$ cat src/rtl/arith_pkg.sv
// ============================================================================
// arith_pkg - op encodings and default widths shared by the arithmetic core
// Rev 1.0
// ============================================================================
`default_nettype none

package arith_pkg;

   localparam int DEFAULT_WIDTH     = 64;
   localparam int DEFAULT_DIV_WIDTH = 32;

   typedef logic [1:0] op_t;

   localparam op_t OP_ADD = 2'b00;
   localparam op_t OP_SUB = 2'b01;
   localparam op_t OP_DIV = 2'b10;
   localparam op_t OP_RSV = 2'b11;

endpackage : arith_pkg

`default_nettype wire

$ cat src/rtl/div_serial.sv
// ============================================================================
// div_serial - unsigned restoring divider, one quotient bit per cycle, MSB first
// Rev 1.0  (DIV_REMAINDER_EN exposes the remainder port)
// ============================================================================
`default_nettype none

module div_serial
   import arith_pkg::*;
#(
   parameter int DIV_WIDTH = DEFAULT_DIV_WIDTH
) (
   input  logic                 clk,
   input  logic                 rst_n,
   input  logic                 start,
   input  logic [DIV_WIDTH-1:0] dividend,
   input  logic [DIV_WIDTH-1:0] divisor,
   output logic                 busy,
   output logic                 done,
   output logic [DIV_WIDTH-1:0] quotient
`ifdef DIV_REMAINDER_EN
   ,
   output logic [DIV_WIDTH-1:0] remainder
`endif
);

   localparam int CNT_W = (DIV_WIDTH > 1) ? $clog2(DIV_WIDTH) : 1;

   logic                 r_busy;
   logic [CNT_W-1:0]     r_cnt;
   logic [DIV_WIDTH-1:0] r_quo;
   logic [DIV_WIDTH-1:0] r_rem;
   logic [DIV_WIDTH-1:0] r_div;

   logic [DIV_WIDTH:0]   w_shift;
   logic [DIV_WIDTH:0]   w_diff;
   logic                 w_ge;
   logic [DIV_WIDTH-1:0] w_rem_next;
   logic [DIV_WIDTH-1:0] w_quo_next;
   logic                 w_last;

   // The remainder is always below the divisor, so the shifted value fits in
   // DIV_WIDTH+1 bits and the top bit of the difference is a clean borrow.
   assign w_shift    = {r_rem, r_quo[DIV_WIDTH-1]};
   assign w_diff     = w_shift - {1'b0, r_div};
   assign w_ge       = ~w_diff[DIV_WIDTH];
   assign w_rem_next = w_ge ? w_diff[DIV_WIDTH-1:0] : w_shift[DIV_WIDTH-1:0];
   assign w_quo_next = {r_quo[DIV_WIDTH-2:0], w_ge};
   assign w_last     = r_busy && (r_cnt == CNT_W'(DIV_WIDTH - 1));

   always_ff @(posedge clk) begin
      if (!rst_n) begin
         r_busy <= 1'b0;
         r_cnt  <= '0;
         r_quo  <= '0;
         r_rem  <= '0;
         r_div  <= '0;
      end else if (start && !r_busy) begin
         r_busy <= 1'b1;
         r_cnt  <= '0;
         r_quo  <= dividend;
         r_rem  <= '0;
         r_div  <= divisor;
      end else if (r_busy) begin
         r_quo  <= w_quo_next;
         r_rem  <= w_rem_next;
         r_cnt  <= r_cnt + CNT_W'(1);
         if (w_last) begin
            r_busy <= 1'b0;
         end
      end
   end

   // done flags the final iteration edge; quotient/remainder are the values
   // that edge produces, so the parent can register them on the same edge.
   assign busy     = r_busy;
   assign done     = w_last;
   assign quotient = w_quo_next;
`ifdef DIV_REMAINDER_EN
   assign remainder = w_rem_next;
`endif

endmodule : div_serial

`default_nettype wire

$ cat src/rtl/arith_core.sv
// ============================================================================
// arith_core - registered add/sub plus iterative unsigned divide, start/busy/done
// Rev 1.0  (DIV_REMAINDER_EN adds the remainder output)
// ============================================================================
`default_nettype none

module arith_core
   import arith_pkg::*;
#(
   parameter int WIDTH     = DEFAULT_WIDTH,
   parameter int DIV_WIDTH = DEFAULT_DIV_WIDTH
) (
   input  logic             clk,
   input  logic             rst_n,
   input  logic             start,
   input  logic [1:0]       op,
   input  logic [WIDTH-1:0] a_in,
   input  logic [WIDTH-1:0] b_in,
   input  logic             c_in,
   output logic             busy,
   output logic             done,
   output logic [WIDTH-1:0] result,
   output logic             carry_out,
   output logic             zero,
   output logic             div_by_zero
`ifdef DIV_REMAINDER_EN
   ,
   output logic [DIV_WIDTH-1:0] remainder
`endif
);

   localparam logic [WIDTH-1:0] C_DBZ_RESULT = WIDTH'({DIV_WIDTH{1'b1}});

   logic                 r_done;
   logic [WIDTH-1:0]     r_result;
   logic                 r_carry;
   logic                 r_zero;
   logic                 r_dbz;

   logic                 w_accept;
   logic [WIDTH:0]       w_sum;
   logic [WIDTH:0]       w_diff;
   logic [DIV_WIDTH-1:0] w_dividend;
   logic [DIV_WIDTH-1:0] w_divisor;
   logic                 w_divisor_zero;
   logic                 w_div_start;
   logic                 w_div_busy;
   logic                 w_div_done;
   logic [DIV_WIDTH-1:0] w_div_quo;

   assign w_accept       = start && !w_div_busy;
   assign w_sum          = {1'b0, a_in} + {1'b0, b_in} + {{WIDTH{1'b0}}, c_in};
   assign w_diff         = {1'b0, a_in} + {1'b0, ~b_in} + (WIDTH+1)'(1);
   assign w_dividend     = a_in[DIV_WIDTH-1:0];
   assign w_divisor      = b_in[DIV_WIDTH-1:0];
   assign w_divisor_zero = (w_divisor == '0);
   // Divide-by-zero never enters the divider; it completes like add/sub.
   assign w_div_start    = w_accept && (op == OP_DIV) && !w_divisor_zero;

`ifdef DIV_REMAINDER_EN
   logic [DIV_WIDTH-1:0] r_rem;
   logic [DIV_WIDTH-1:0] w_div_rem;
`endif

   div_serial #(
      .DIV_WIDTH (DIV_WIDTH)
   ) u_div (
      .clk       (clk),
      .rst_n     (rst_n),
      .start     (w_div_start),
      .dividend  (w_dividend),
      .divisor   (w_divisor),
      .busy      (w_div_busy),
      .done      (w_div_done),
      .quotient  (w_div_quo)
`ifdef DIV_REMAINDER_EN
      ,
      .remainder (w_div_rem)
`endif
   );

   always_ff @(posedge clk) begin
      if (!rst_n) begin
         r_done   <= 1'b0;
         r_result <= '0;
         r_carry  <= 1'b0;
         r_zero   <= 1'b0;
         r_dbz    <= 1'b0;
`ifdef DIV_REMAINDER_EN
         r_rem    <= '0;
`endif
      end else begin
         r_done <= 1'b0;
         if (w_accept) begin
            case (op)
               OP_ADD: begin
                  r_result <= w_sum[WIDTH-1:0];
                  r_carry  <= w_sum[WIDTH];
                  r_zero   <= (w_sum[WIDTH-1:0] == '0);
                  r_dbz    <= 1'b0;
                  r_done   <= 1'b1;
               end
               OP_SUB: begin
                  r_result <= w_diff[WIDTH-1:0];
                  r_carry  <= w_diff[WIDTH];
                  r_zero   <= (w_diff[WIDTH-1:0] == '0);
                  r_dbz    <= 1'b0;
                  r_done   <= 1'b1;
               end
               OP_DIV: begin
                  if (w_divisor_zero) begin
                     r_result <= C_DBZ_RESULT;
                     r_carry  <= 1'b0;
                     r_zero   <= 1'b0;
                     r_dbz    <= 1'b1;
                     r_done   <= 1'b1;
`ifdef DIV_REMAINDER_EN
                     r_rem    <= w_dividend;
`endif
                  end
               end
               default: begin
                  r_result <= '0;
                  r_carry  <= 1'b0;
                  r_zero   <= 1'b1;
                  r_dbz    <= 1'b0;
                  r_done   <= 1'b1;
               end
            endcase
         end else if (w_div_done) begin
            r_result <= WIDTH'(w_div_quo);
            r_carry  <= 1'b0;
            r_zero   <= (w_div_quo == '0);
            r_dbz    <= 1'b0;
            r_done   <= 1'b1;
`ifdef DIV_REMAINDER_EN
            r_rem    <= w_div_rem;
`endif
         end
      end
   end

   assign busy        = w_div_busy;
   assign done        = r_done;
   assign result      = r_result;
   assign carry_out   = r_carry;
   assign zero        = r_zero;
   assign div_by_zero = r_dbz;
`ifdef DIV_REMAINDER_EN
   assign remainder   = r_rem;
`endif

endmodule : arith_core

`default_nettype wire

$ cat config.mk
export PLATFORM = sky130hd
export DESIGN_NAME = arith_core
export DESIGN_NICKNAME = d
export VERILOG_FILES = /design/src/rtl/arith_pkg.sv /design/src/rtl/div_serial.sv /design/src/rtl/arith_core.sv
export SDC_FILE = /design/constraint.sdc
export NUM_CORES = 1
export LEC_CHECK = 0
export ABC_AREA = 1
export CELL_PAD_IN_SITES_DETAIL_PLACEMENT = 1
export CELL_PAD_IN_SITES_GLOBAL_PLACEMENT = 2
export CORE_UTILIZATION = 28
export CTS_BUF_LIST = sky130_fd_sc_hd__clkbuf_8
export CTS_CLUSTER_SIZE = 24
export DETAILED_ROUTE_END_ITERATION = 8
export GPL_TIMING_DRIVEN = 0
export PLACE_DENSITY_LB_ADDON = 0.12
export SYNTH_ARGS = -nofsm -noshare
export SYNTH_HDL_FRONTEND = slang
export SYNTH_SLANG_ARGS = --single-unit
$ cat constraint.sdc
create_clock -name clk -period 2.8 [get_ports clk]
set_input_delay 0.56 -clock clk [delete_from_list [all_inputs] [get_ports clk]]
set_output_delay 0.56 -clock clk [all_outputs]
set_load 0.02 [all_outputs]
After elaboration in Yosys (flattened, before gate mapping)
Index checks and enable logic that the tools add are counted.
Word-level totals
  output and inout bits: 69
  register bits: 170
  word-level logic and storage cells: 63
  input port bits: 134
Cells by class
  multiplexer cells: 24
  reductions and logical operators: 16
  bitwise logic cells: 3
  add/sub/neg operators: 6
  eq/ne operators: 4
Operator list (number)
  64-bit 2-to-1 mux: 3
  64-bit case mux with 3 select lines: 1
  64-bit by 64-bit adder with 65-bit output: 2
  64-bit zero test: 2
  32-bit 2-to-1 mux: 3
  65-bit by 1-bit adder with 65-bit output: 1
  65-bit by 1-bit adder with 65-bit output, second input constant: 1
  32-bit zero test: 2
  64-bit inverter: 1
  33-bit by 32-bit subtractor with 33-bit output: 1
  1-bit 2-to-1 mux: 15
  1-bit case mux with 3 select lines: 2
  5-bit by 1-bit adder with 5-bit output, second input constant: 1
  5-bit equality test, second input constant: 1
  1-bit logical AND: 5
  2-bit nonzero test: 2
  3-bit inequality test, second input constant: 1
  2-bit by 1-bit equality test with 1-bit output, second input constant: 1
  2-bit equality test, second input constant: 1
  1-bit zero test: 2
  2-bit zero test: 1
  1-bit inverter: 2
  2-bit AND reduction: 1
  2-bit OR reduction: 1

Logic depth before layout (Yosys ltp)
Gate-level depths: netlist of run 1.
  depth after elaboration: 6
  gate-level depth with buffers: 25
  depth with buffers taken out: 24

By module
From an unflattened synthesis of run 1, not the netlist that was laid out.
Second synthesis, totals
  cells, all modules: 4435
  area total of the unflattened synthesis: 23323.6 µm²
By module, submodules not included
  arith_core: instances 1, seq. area each 1361.3 µm², cells an instance 3220, area each 16080.4 µm²
  div_serial: instances 1, seq. area each 2042.0 µm², cells an instance 1215, area each 7243.2 µm²

Worst setup path before layout of run 1
No wires, ideal clock.
  path type: in2reg
  start: input port a_in[0]
  end: register r_zero (netlist: zero)
  path slack: -52 ps
  stages: 21
  setup time: 70 ps
  data arrival time: 2782 ps
  path buffers: 0
  required time: 2730 ps
  cell sequence: fa_1 > fa_1 > nand2_1 > nand3_1 > nand2_1 > nand2_1 > nand2_1 > nand2_1 > nand2_1 > nand2_1 > nand2_1 > nand2_1 > nor2_1 > nand2_1 > nor2_1 > nand3_1 > nor2_1 > nand3_1 > nand3_1 > nand2_1 > a21oi_1
Between the ends
  word-level cells in the longest chain between the ends: 5
  elaborated cells between the ends (all ways): 8
  classes of those cells: add/sub (4); mux (2); reduce/logical (2)
Ends and longest elaborated chain
  start: declaration: line arith_core.sv:17  | input logic [WIDTH-1:0] a_in,
  64-bit by 64-bit adder with 65-bit output, on equally long branches: line arith_core.sv:53, arith_core.sv:52
  65-bit by 1-bit adder with 65-bit output, on equally long branches: line arith_core.sv:53, arith_core.sv:52
  64-bit zero test, on equally long branches: line arith_core.sv:106, arith_core.sv:99
  1-bit case mux with 3 select lines *: line arith_core.sv:95  | case (op)
  1-bit 2-to-1 mux *: line arith_core.sv:94  | if (w_accept) begin
  end signal: assignment: line arith_core.sv:99  | r_zero <= (w_sum[WIDTH-1:0] == '0);
  end signal: assignment: line arith_core.sv:106  | r_zero <= (w_diff[WIDTH-1:0] == '0);
  end signal: assignment: line arith_core.sv:133  | r_zero <= (w_div_quo == '0);
  end: declaration: line arith_core.sv:37  | logic r_zero;
Every way passes the cells marked *; elsewhere a longest branch is shown, timed or not.
A chain may end at the register's enable or synchronous reset.

Worst setup path after layout of run 1
  start: input port b_in[55]
  end: register r_zero (netlist: zero)
Between the ends
  word-level cells in the longest chain between the ends: 6
  elaborated cells between the ends (all ways): 9
  classes of those cells: add/sub (4); mux (2); bitwise (1); reduce/logical (2)
Ends and longest elaborated chain
  start: declaration: line arith_core.sv:18  | input logic [WIDTH-1:0] b_in,
  64-bit inverter: line arith_core.sv:53  | assign w_diff = {1'b0, a_in} + {1'b0, ~b_in} + (WIDTH+1)'(1);
  64-bit by 64-bit adder with 65-bit output: line arith_core.sv:53
  65-bit by 1-bit adder with 65-bit output: line arith_core.sv:53
  64-bit zero test: line arith_core.sv:106
  1-bit case mux with 3 select lines *: line arith_core.sv:95
  1-bit 2-to-1 mux *: line arith_core.sv:94
Marked as above.

==> results of run 1 <==
==> state kept, by name, summed over array words and instances (netlist names) <==
| register | count |
|---|---|
| u_div.busy | 1 |
| u_div.r_quo | 32 |
| u_div.r_cnt | 5 |
| zero | 1 |
| u_div.r_div | 32 |
| div_by_zero | 1 |
| result | 64 |
| carry_out | 1 |
| u_div.r_rem | 32 |
| done | 1 |
==> per-layer routing <==
layer | up-vias | part of all wire (%)
li1 | 13070 | -
met1 | 12760 | 44
met2 | 654 | 48
met3 | 166 | 3.5
met4 | 0 | 4.5
met5 | - | 0
==> worst paths after layout <==
path,slack (ns),to,start,cells past startpoint
worst max-delay path,-0.24,zero,b_in[55],20
worst min-delay path,0.42,u_div.r_quo[8],a_in[8],3
worst max register to register,-0.03,u_div.r_quo[0],u_div.r_quo[31],18
worst min register to register,0.47,result[35],result[35],2
==> area by class of cell <==
type                            instances  area share, %
Multi-Input combinational cell       2948          61.32
Tap cell                             1030          4.197
Sequential cell                       170          11.13
Antenna cell                            2        0.01630
Buffer                                124          3.341
Inverter                              740          9.185
Clock buffer                           17         0.7620
Timing Repair Buffer                  311          9.384
Clock inverter                         15         0.6642
==> cells by family after synthesis <==
family	after synthesis	synth area share (%)
AO/OA/AOI/OAI	569	15.10
XOR/XNOR	57	2.313
adder cells (fa/ha/maj)	165	9.705
AND/OR/NAND/NOR	2157	40.88
buffers and inverters	865	16.24
flip-flops	170	15.77
==> timing repair <==
action,CTS,global route
endpoints found under the hold margin,0,0
resized for setup,649,817
pin swaps,66,196
gates cloned,2,8
setup endpoints to repair,167,93
setup buffers,34,66
==> placed cells by master (no fill, tap or decap), types with 22 or more instances in the layout <==
cell type and count:
nand2_1 1188, nand4_1 38, dfxtp_1 159, a31oi_1 61, nand3_2 47, nand2_4 67, a21oi_4 27, o21ai_1 26
buf_6 24, nor2_4 105, nor2_2 84, inv_1 669, o21ai_0 101, buf_4 109, nand3_4 23, o21ai_2 22
nand3_1 143, a21oi_1 141, xor2_1 27, clkbuf_1 43, nand2_2 248, buf_2 22, clkdlybuf4s50_1 121, clkbuf_2 26
nor2_1 153, a21oi_2 87, inv_2 58, ha_4 40, ha_1 114
==> worst max-delay path, cell delays in order <==
cell and delay (ns):
clkdlybuf4s50_1 0.49, inv_2 0.05, ha_4 0.27, buf_12 0.14, clkinvlp_4 0.12, a21oi_4 0.22, a21oi_1 0.10, nor2_1 0.17
nand2_1 0.11, a21oi_4 0.25, nand2_4 0.09, nand2_4 0.07, nand2_4 0.09, nor2_4 0.12, nand3_4 0.10, nor2_4 0.12
nand3_2 0.08, nand3_2 0.09, nand2_4 0.09, a21oi_2 0.11
==> report_power, final <==
group | switching [mW] | internal, mW | total [mW]
Combinational | 5.16 | 2.82 | 7.97
Sequential | 0.112 | 2.57 | 2.68
Clock | 1.18 | 0.773 | 1.95
==> flow_metrics.py, run 1 <==
metrics = {
    "global_route": {
        "top_usage_layer": "met2",
        "use_met3_pct": 2.027,
        "grt_max_degree": 20,
        "use_met1_pct": 39.45,
        "grtUsageMet2_pct": 52.26,
        "grt_pass1_vias": 25700,
        "track_usage_pct": 30.28,
        "gr-total-overflow": 0,
        "antenna_found_initial": 1,
        "grt_pass1_wl_um": 172600,
    },
    "synthesis": {
        "ys_ff_latch": 170,
        "synth_most_common_cell": "nand2_1",
        "seq_area_frac_synth_pct": 15.77,
        "netlist_top_cells_area": "nand2_1 26%, dfxtp_1 16%, inv_1 13%",
        "synth_edf_count": 0,
        "synth_cells": 3983,
        "synth_cell_types": 56,
        "async_reset_ff_share_pct": 0,
        "yosysWarningCount": 0,
        "yosys_most_used_dff": "dfxtp_1",
        "synth_top_area_share_pct": 26.02,
        "synth_top_cell_by_area": "nand2_1",
        "synthesis.area_um2": 21580,
        "syn_avg_cell_area_um2": 5.419,
        "synth_commonest_cells": "1,496 x nand2_1, 724 x inv_1, 307 x nor2_1",
        "synth_fp_nets": 4282,
    },
    "place": {
        "placed_cell_area_um2": 24900,
        "port_buffers": 202,
        "dp_hpwl_um": 105000,
        "place_ws_ns": -2.149,
        "placed_cells": 5215,
        "gp_congestion": 0.9610,
    },
    "floorplan": {
        "rows": 101,
        "ios": 203,
        "start_util_pct": 28.37,
        "die_width_um": 279.6,
        "die_y_um": 279.6,
        "core_um2": 76080,
        "dieArea_um2": 78190,
    },
    "detailed_routing": {
        "drt_wl_total_um": 123500,
        "dr_total_vias": 26650,
        "drt-initial-drc-count": 1654,
        "routedWlPerCell_um": 23.06,
        "ant_nets": 0,
        "drc": 0,
        "drt_first_pass_iters": 6,
        "via_per_inst": 4.975,
    },
    "clock_tree": {
        "clk_path_buf_depth": 2,
        "clock_sinks": 170,
        "ctsHoldBuffers": 0,
        "cts_tree": "built",
        "htree_num_levels": 4,
        "clkLatencyLatePin_ns": 0.51,
        "cts-root-buf": "clkbuf_8",
        "cts_buffers": 17,
        "clkTransAtPathRegs_ns": 0.13,
    },
    "timing": {
        "max-slew-margin-rel_pct": 31.36,
        "setup_tns_ns": -0.5680,
        "fmax_mhz": 329.4,
        "rsz0062_at_grt": "yes",
        "setup_viol": 11,
        "worstMarginPinSlew_ns": 1.030,
        "fin_skew_ns": 0.02768,
        "fin_ws_ns": -0.2354,
        "hold_ws_ns": 0.4192,
        "slew_violations": 0,
        "min_period_over_period_pct": 108.4,
        "finalHoldViolCount": 0,
        "min_period_ns": 3.035,
    },
    "cells_and_area": {
        "nFillCells": 9990,
        "fin_nets": 4611,
        "utilization_pct": 40.36,
        "area_delta_synth_final_pct": 42.27,
        "multi_input_area_um2": 18830,
        "register_area_um2": 3417,
        "post-route-cell-area_um2": 30710,
        "drive_gt1_share_pct": 27.19,
        "fin_cells": 5357,
    },
    "setup_path": {
        "critPathMaxFanout": 8,
        "cp-end-kind": "flip-flop",
        "start_kind": "input port",
        "cp.required_ns": 3.24,
        "critPathKind": "input port to flip-flop",
        "critical_path_arrival_ns": 3.47,
    },
    "run": {
        "drv_cap": 0,
    },
    "min_path": {
        "min-delay-path-class": "input port to flip-flop",
    },
    "power": {
        "peakVddDrop_uv": 312.2,
        "powerDensity_nw_per_um2": 410.5,
        "p_leak_nw": 15.02,
        "power_mw": 12.60,
    },
    "outcome": {
        "failed_checks": "setup timing",
        "status": "finished, violations left",
    },
}
(Power assumes the default switching activity.)
==> run 2, diff against run 1 <==
Settings changed: SETUP_SLACK_MARGIN set to 0.15.
==> run 2 against run 1 <==
The run still ends with setup timing left. Final area rose by 2.4%. Critical path depth increased by 1. Sequential cell count is the same. Combinational power is 3.4% higher. First-iteration DRC count down 3.5%. Non-clock buffer count increased by 33.
==> flow_metrics.py, run 2 (same netlist as run 1, synthesis figures left out) <==
metrics = {
    "setup_path": {
        "r2r_end": "u_div.r_rem[27]",
        "cp-end-kind": "flip-flop",
        "crit_chain": "clkdlybuf4s50_1 -> inv_1 -> ha_1 -> buf_6 -> buf_4 -> a21oi_4 -> o21a_1 -> nor2_1 -> nor2_1 -> nand2_1 -> a21oi_4 -> nand2_2 -> nand2_2 -> nand2_4 -> nor2_2 -> nand3_2 -> nor2_2 -> nand2_1 -> nand3_1 -> nand2_2 -> a21oi_2",
        "cp.required_ns": 3.24,
        "critPathMaxFanout": 7,
        "cpMaxStageDelayCell": "clkdlybuf4s50_1",
        "critical_path_arrival_ns": 3.62,
        "critPathKind": "input port to flip-flop",
        "start_kind": "input port",
        "r2r_cells": 17,
        "rr_startpoint": "u_div.r_rem[9]",
        "crit_path_max_incr_delay_ns": 0.47,
        "r2r_slack_ns": 0.01,
        "crit_path_frequent_cell": "nand2_2",
    },
    "timing": {
        "setup_viol": 4,
        "fin_ws_ns": -0.3774,
        "fin_skew_ns": 0.03325,
        "fmax_mhz": 314.7,
        "rsz0062_at_grt": "yes",
        "slew_violations": 0,
        "finalHoldViolCount": 0,
        "worstMarginPinSlew_ns": 1.234,
        "min_period_over_period_pct": 113.5,
        "max-slew-margin-rel_pct": 17.76,
        "hold_ws_ns": 0.3812,
        "min_period_ns": 3.177,
    },
    "cells_and_area": {
        "fin_cells": 5389,
        "area_delta_synth_final_pct": 45.67,
        "nFillCells": 9942,
        "final_cell_mix": "1,183 x nand2_1, 660 x inv_1, 227 x nand2_2, 161 x dfxtp_1, 154 x nor2_1",
        "final_common_cell": "nand2_1",
        "multi_input_area_um2": 19340,
        "drive_gt1_share_pct": 29.49,
        "largest_register_ffs": 64,
        "utilization_pct": 41.32,
        "register_area_um2": 3417,
        "fin_nets": 4644,
    },
    "detailed_routing": {
        "dr_total_vias": 26710,
        "routedWlPerCell_um": 22.99,
        "ant_nets": 0,
        "drt-initial-drc-count": 1596,
        "drt_first_pass_iters": 5,
        "drt_wl_total_um": 123900,
        "via_per_inst": 4.956,
        "drc": 0,
    },
    "power": {
        "p_comb_share_pct": 64.2,
        "p_switching_mw": 6.655,
        "power_frac_seq_pct": 20.9,
        "power_mw": 12.83,
        "p_int_mw": 6.178,
        "peakVddDrop_uv": 353.6,
        "p_leak_nw": 15.50,
        "p_clk_share_pct": 14.9,
        "switching_share_pct": 51.86,
        "powerDensity_nw_per_um2": 408.2,
    },
    "place": {
        "port_buffers": 202,
        "dp_hpwl_um": 104900,
        "gp_congestion": 0.9703,
        "placed_cells": 5215,
    },
    "clock_tree": {
        "clkTransAtPathRegs_ns": 0.11,
        "htree_num_levels": 4,
        "cts_tree": "built",
        "clk_path_buf_depth": 2,
        "clock_sinks": 170,
        "cts-root-buf": "clkbuf_8",
        "cts_buffers": 17,
        "clkLatencyLatePin_ns": 0.51,
    },
    "outcome": {
        "status": "finished, violations left",
        "failed_checks": "setup timing",
    },
    "global_route": {
        "gr-total-overflow": 0,
        "antenna_found_initial": 2,
        "grt_pass1_wl_um": 174900,
        "grt_pass1_vias": 26000,
        "track_usage_pct": 30.55,
        "grt_max_degree": 21,
    },
    "min_path": {
        "min_delay_path_depth": 3,
        "worstHoldEndpoint": "u_div.r_div[0]",
        "min-delay-path-class": "input port to flip-flop",
        "hp-start": "b_in[0]",
    },
    "floorplan": {
        "rows": 101,
        "die_width_um": 279.6,
        "start_util_pct": 28.37,
        "ios": 203,
        "dieArea_um2": 78190,
        "core_um2": 76080,
        "die_y_um": 279.6,
    },
    "run": {
        "drv_cap": 0,
    },
}
## run 2: cell count changes in the layout (fill, tap and decap cells not counted), sizes merged, moves of 12 or more
cell	delta
buf	+48
clkdlybuf4s50	-27
dlymetal6s2s	+24
clkbuf	+15
clkdlybuf4s15	-15
dlygate4sd2	-12
## run 2: layout make-up
class	count	area share [%]
multi-input combinational	2948	61.51
sequential	170	10.87
timing repair buffer	343	9.874
inverter	740	9.042
tap	1030	4.099
buffer	125	3.279
clock buffer	17	0.7442
clock inverter	15	0.5771
antenna	1	0.007960
## run 2: worst max path at each step
stage | to | startpoint | depth (start not counted) | slack, ns
after floorplan | zero | c_in | 21 | 0.09
after global routing | zero | b_in[60] | 21 | -0.51
final | zero | b_in[53] | 21 | -0.38
after global placement | zero | b_in[31] | 21 | -2.10
after detailed placement | zero | b_in[31] | 21 | -2.10
after CTS | zero | b_in[35] | 21 | -0.30
## run 2: power groups by stage
stage          combinational [mW]  clock (mW)  sequential (mW)
5_1_grt                      8.74        2.04             2.69
2_1_floorplan                3.37           0             2.78
3_3_place_gp                 5.79           0             2.73
4_1_cts                      6.85        1.93             2.68
3_5_place_dp                 5.81           0             2.73
6_report                     8.24        1.91             2.68
## run 2: worst max-delay path: cells and delay by family
kind,cells,cell delay [ns]
compound gates,4,0.71
fa+ha+maj,1,0.28
buf+inv,4,0.82
simple gates,12,1.24
## run 2: repair_timing
action | in CTS | in global routing
pin swaps | 91 | 203
setup buffers | 57 | 76
gates cloned | 2 | 6
gates resized for setup | 866 | 825
endpoints found under the setup margin | 169 | 139
hold endpoints to repair | 0 | 0
hold buffers | 0 | 0
## run 2: layer usage
| layer | wire length, um | global-route usage (%) | vias to the layer above |
|---|---|---|---|
| met5 | 0 | 0 | - |
| met4 | 6281 | 12.30 | 0 |
| met3 | 4282 | 1.768 | 186 |
| met2 | 58650 | 52.56 | 634 |
| met1 | 54660 | 39.65 | 12750 |
| li1 | - | - | 13140 |
## run 2: stage by stage
stage	worst slack, ns	setup TNS, ns	cell area, um2
3_5_place_dp	-2.099	-175.04	24900
5_1_grt	-0.5130	-1.492	31440
6_report	-0.3774	-0.8281	31440
2_1_floorplan	0.09404	0	21590
3_3_place_gp	-2.096	-177.65	24900
4_1_cts	-0.3016	-0.7415	28280
==> run 3, diff against run 2 <==
Settings changed: SYNTH_HIERARCHICAL set to 1.
Clock period 2.8 ns to 2.9 ns, I/O delays scaled along.
==> run 3 against run 2 <==
The run now ends clean. Cell count up 8.7%. Critical path depth up 1. First-iteration DRC count up 16%. Die area up 8.0%. Count of clock-buffer cells in the layout up 1. Clock skew down 0.0097 ns.
==> flow_metrics.py, run 3 <==
metrics = {
    "synthesis": {
        "syn_avg_cell_area_um2": 5.259,
        "synth_cell_types": 48,
        "synth_compound_gate_area_share_pct": 12.41,
        "synthMuxAreaShare_pct": 0,
        "netlist_top_cells_area": "nand2_1 28%, inv_1 15%, dfxtp_1 15%",
        "synthesis.area_um2": 23320,
        "yosys_most_used_dff": "dfxtp_1",
        "yosysWarningCount": 6,
        "async_reset_ff_share_pct": 0,
        "synth_top_cell_by_area": "nand2_1",
        "seq_area_frac_synth_pct": 14.59,
        "ys_ff_latch": 170,
        "synth_top_area_share_pct": 27.75,
        "synth_most_common_cell": "nand2_1",
        "synth_edf_count": 0,
        "synth_top_family_by_area": "simple AND/OR/NAND/NOR gates",
        "synth_commonest_cells": "1,724 x nand2_1, 922 x inv_1, 292 x nor2_1",
        "synth_cells": 4435,
        "synth_xor_area_share_pct": 1.802,
        "synthAdderAreaFrac_pct": 8.980,
        "synth_fp_nets": 4734,
        "synthSimpleGateAreaFrac_pct": 43.25,
    },
    "floorplan": {
        "die_y_um": 290.6,
        "core_um2": 82240,
        "ios": 203,
        "rows": 105,
        "dieArea_um2": 84460,
        "start_util_pct": 28.36,
        "die_width_um": 290.6,
    },
    "cells_and_area": {
        "nFillCells": 11000,
        "area_delta_synth_final_pct": 38.68,
        "post-route-cell-area_um2": 32350,
        "final_common_cell": "nand2_1",
        "final_cell_mix": "1,445 x nand2_1, 855 x inv_1, 237 x nand2_2, 204 x a21oi_1, 184 x nand3_1",
        "largest_register_ffs": 64,
        "multi_input_area_um2": 19530,
        "utilization_pct": 39.33,
        "drive_gt1_share_pct": 24.94,
        "register_area_um2": 3412,
        "fin_nets": 5070,
    },
    "setup_path": {
        "cp-end-kind": "flip-flop",
        "cp_top_family": "simple AND/OR/NAND/NOR gates",
        "crit_path_frequent_cell": "nand2_2",
        "r2r_slack_ns": 0.02,
        "cp.required_ns": 3.43,
        "r2r_end": "zero",
        "rr_startpoint": "u_div/r_quo[31]",
        "crit_chain": "buf_2 -> fa_2 -> fa_2 -> nand2_2 -> nand2_4 -> nand2_4 -> inv_1 -> nand2_2 -> nand3_4 -> nand3_4 -> nand2_8 -> nand2_8 -> nand2_2 -> nand2_2 -> nand2_4 -> nor2_1 -> nand3_1 -> nor2_2 -> nand3_2 -> nand3_2 -> nand2_2 -> a21oi_2",
        "crit_path_max_incr_delay_ns": 0.41,
        "critPathKind": "input port to flip-flop",
        "critPathBufInv": 2,
        "critPathMaxFanout": 3,
        "r2r_cells": 20,
        "critical_path_arrival_ns": 3.42,
        "start_kind": "input port",
        "cpMaxStageDelayCell": "fa_2",
        "startpoint": "a_in[0]",
    },
    "detailed_routing": {
        "via_per_inst": 4.910,
        "ant_nets": 0,
        "dr_total_vias": 28760,
        "routedWlPerCell_um": 22.30,
        "drt_first_pass_iters": 7,
        "drc": 0,
        "drt_wl_total_um": 130600,
        "drt-initial-drc-count": 1847,
    },
    "timing": {
        "setup_viol": 0,
        "worstMarginPinSlew_ns": 0.9802,
        "fmax_mhz": 346.2,
        "max-slew-margin-rel_pct": 34.65,
        "min_period_ns": 2.889,
        "finalHoldViolCount": 0,
        "rsz0062_at_grt": "yes",
        "slew_violations": 0,
        "setup_tns_ns": 0,
        "fin_skew_ns": 0.02358,
        "min_period_over_period_pct": 99.60,
    },
    "power": {
        "powerDensity_nw_per_um2": 429.2,
        "p_leak_nw": 16.81,
        "peakVddDrop_uv": 271.2,
    },
    "global_route": {
        "grt_pass1_vias": 28160,
        "grt_max_degree": 17,
        "antenna_found_initial": 6,
        "gr-total-overflow": 0,
        "grt_pass1_wl_um": 185500,
        "track_usage_pct": 30.02,
    },
    "place": {
        "dp_hpwl_um": 112100,
        "gp_congestion": 0.9510,
        "port_buffers": 202,
        "placed_cell_area_um2": 26710,
    },
    "clock_tree": {
        "clkTransAtPathRegs_ns": 0.11,
        "ctsHoldBuffers": 0,
        "clk_path_buf_depth": 2,
        "clock_sinks": 170,
        "htree_num_levels": 4,
        "cts_buffers": 17,
        "cts-root-buf": "clkbuf_8",
        "cts_tree": "built",
        "clkLatencyLatePin_ns": 0.59,
    },
    "run": {
        "drv_cap": 0,
    },
    "min_path": {
        "worstHoldEndpoint": "u_div/r_quo[0]",
        "min-delay-path-class": "input port to flip-flop",
        "hp-start": "a_in[0]",
        "min_delay_path_depth": 3,
    },
    "outcome": {
        "status": "finished clean",
    },
}
-- run 3: through the flow --
stage                     power [mW]  std cells  setup WS, ns  hold slack (ns)
after global routing           14.73       5856       -0.1429           0.3062
after CTS                      13.02       5798     -0.001366           0.3914
after global placement         10.15       5707        -2.298           0.4462
final                          13.88       5856       0.01147           0.3297
after detailed placement       10.18       5707        -2.330           0.4525
after floorplan                7.155       4435        0.1509           0.4331
-- run 3: cell type report --
type | instances | area share (%)
multi-input cells | 3168 | 60.37
clock inverters | 13 | 0.5532
flip-flops and latches | 170 | 10.55
diodes | 3 | 0.02321
repair buffers | 317 | 8.425
well taps | 1070 | 4.139
plain buffers | 156 | 4.081
inverters | 941 | 11.09
clock buffers | 18 | 0.7659
-- run 3: metal layers --
metal | vias up | share of wire, % | routed length (um) | GRT usage (%)
li1 | 14150 | - | - | -
met1 | 13780 | 46 | 60010 | 40.03
met2 | 658 | 45 | 59420 | 49.82
met3 | 166 | 4.0 | 5200 | 2.432
met4 | 0 | 4.6 | 5971 | 11.91
met5 | - | 0 | 0 | 0
-- run 3: what timing repair did --
action,in CTS,in global routing
pin swaps,108,185
gates cloned,1,2
setup endpoints to repair,170,150
setup buffers,59,53
gates resized for setup,859,641
-- run 3: worst register-to-register path, delay by kind of cell (launching register included) --
family                   cells  cell delay, ns
AO/OA/AOI/OAI                1            0.11
adder cells (fa/ha/maj)      2            0.58
buffers and inverters        4            0.38
flip-flops                   1            0.35
AND/OR/NAND/NOR             13            1.43
-- run 3: cells by family (layout without fill, tap and decap cells) --
family / count (synthesis) / after routing
compound gates: 513 / 513
xor+xnor: 48 / 48
other cells: 0 / 3
buf+inv: 1097 / 1445
simple gates: 2442 / 2442
fa+ha+maj: 165 / 165
flops: 170 / 170
-- run 3: where the power goes --
| part | switching (mW) | internal (mW) | total, mW |
|---|---|---|---|
| registers | 0.112 | 2.49 | 2.60 |
| clock network | 1.10 | 0.891 | 1.99 |
| logic | 6.24 | 3.06 | 9.30 |
| total | 7.45 | 6.44 | 13.9 |
-- run 3: worst max-delay path by stage --
| stage | end | slack, ns | depth (start not counted) |
|---|---|---|---|
| 6_report | zero | 0.01 | 22 |
| 5_1_grt | zero | -0.14 | 25 |
| 4_1_cts | zero | -0.001 | 21 |
| 3_5_place_dp | u_div/r_rem[11] | -2.33 | 10 |
| 3_3_place_gp | u_div/r_rem[12] | -2.30 | 10 |
| 2_1_floorplan | zero | 0.15 | 21 |
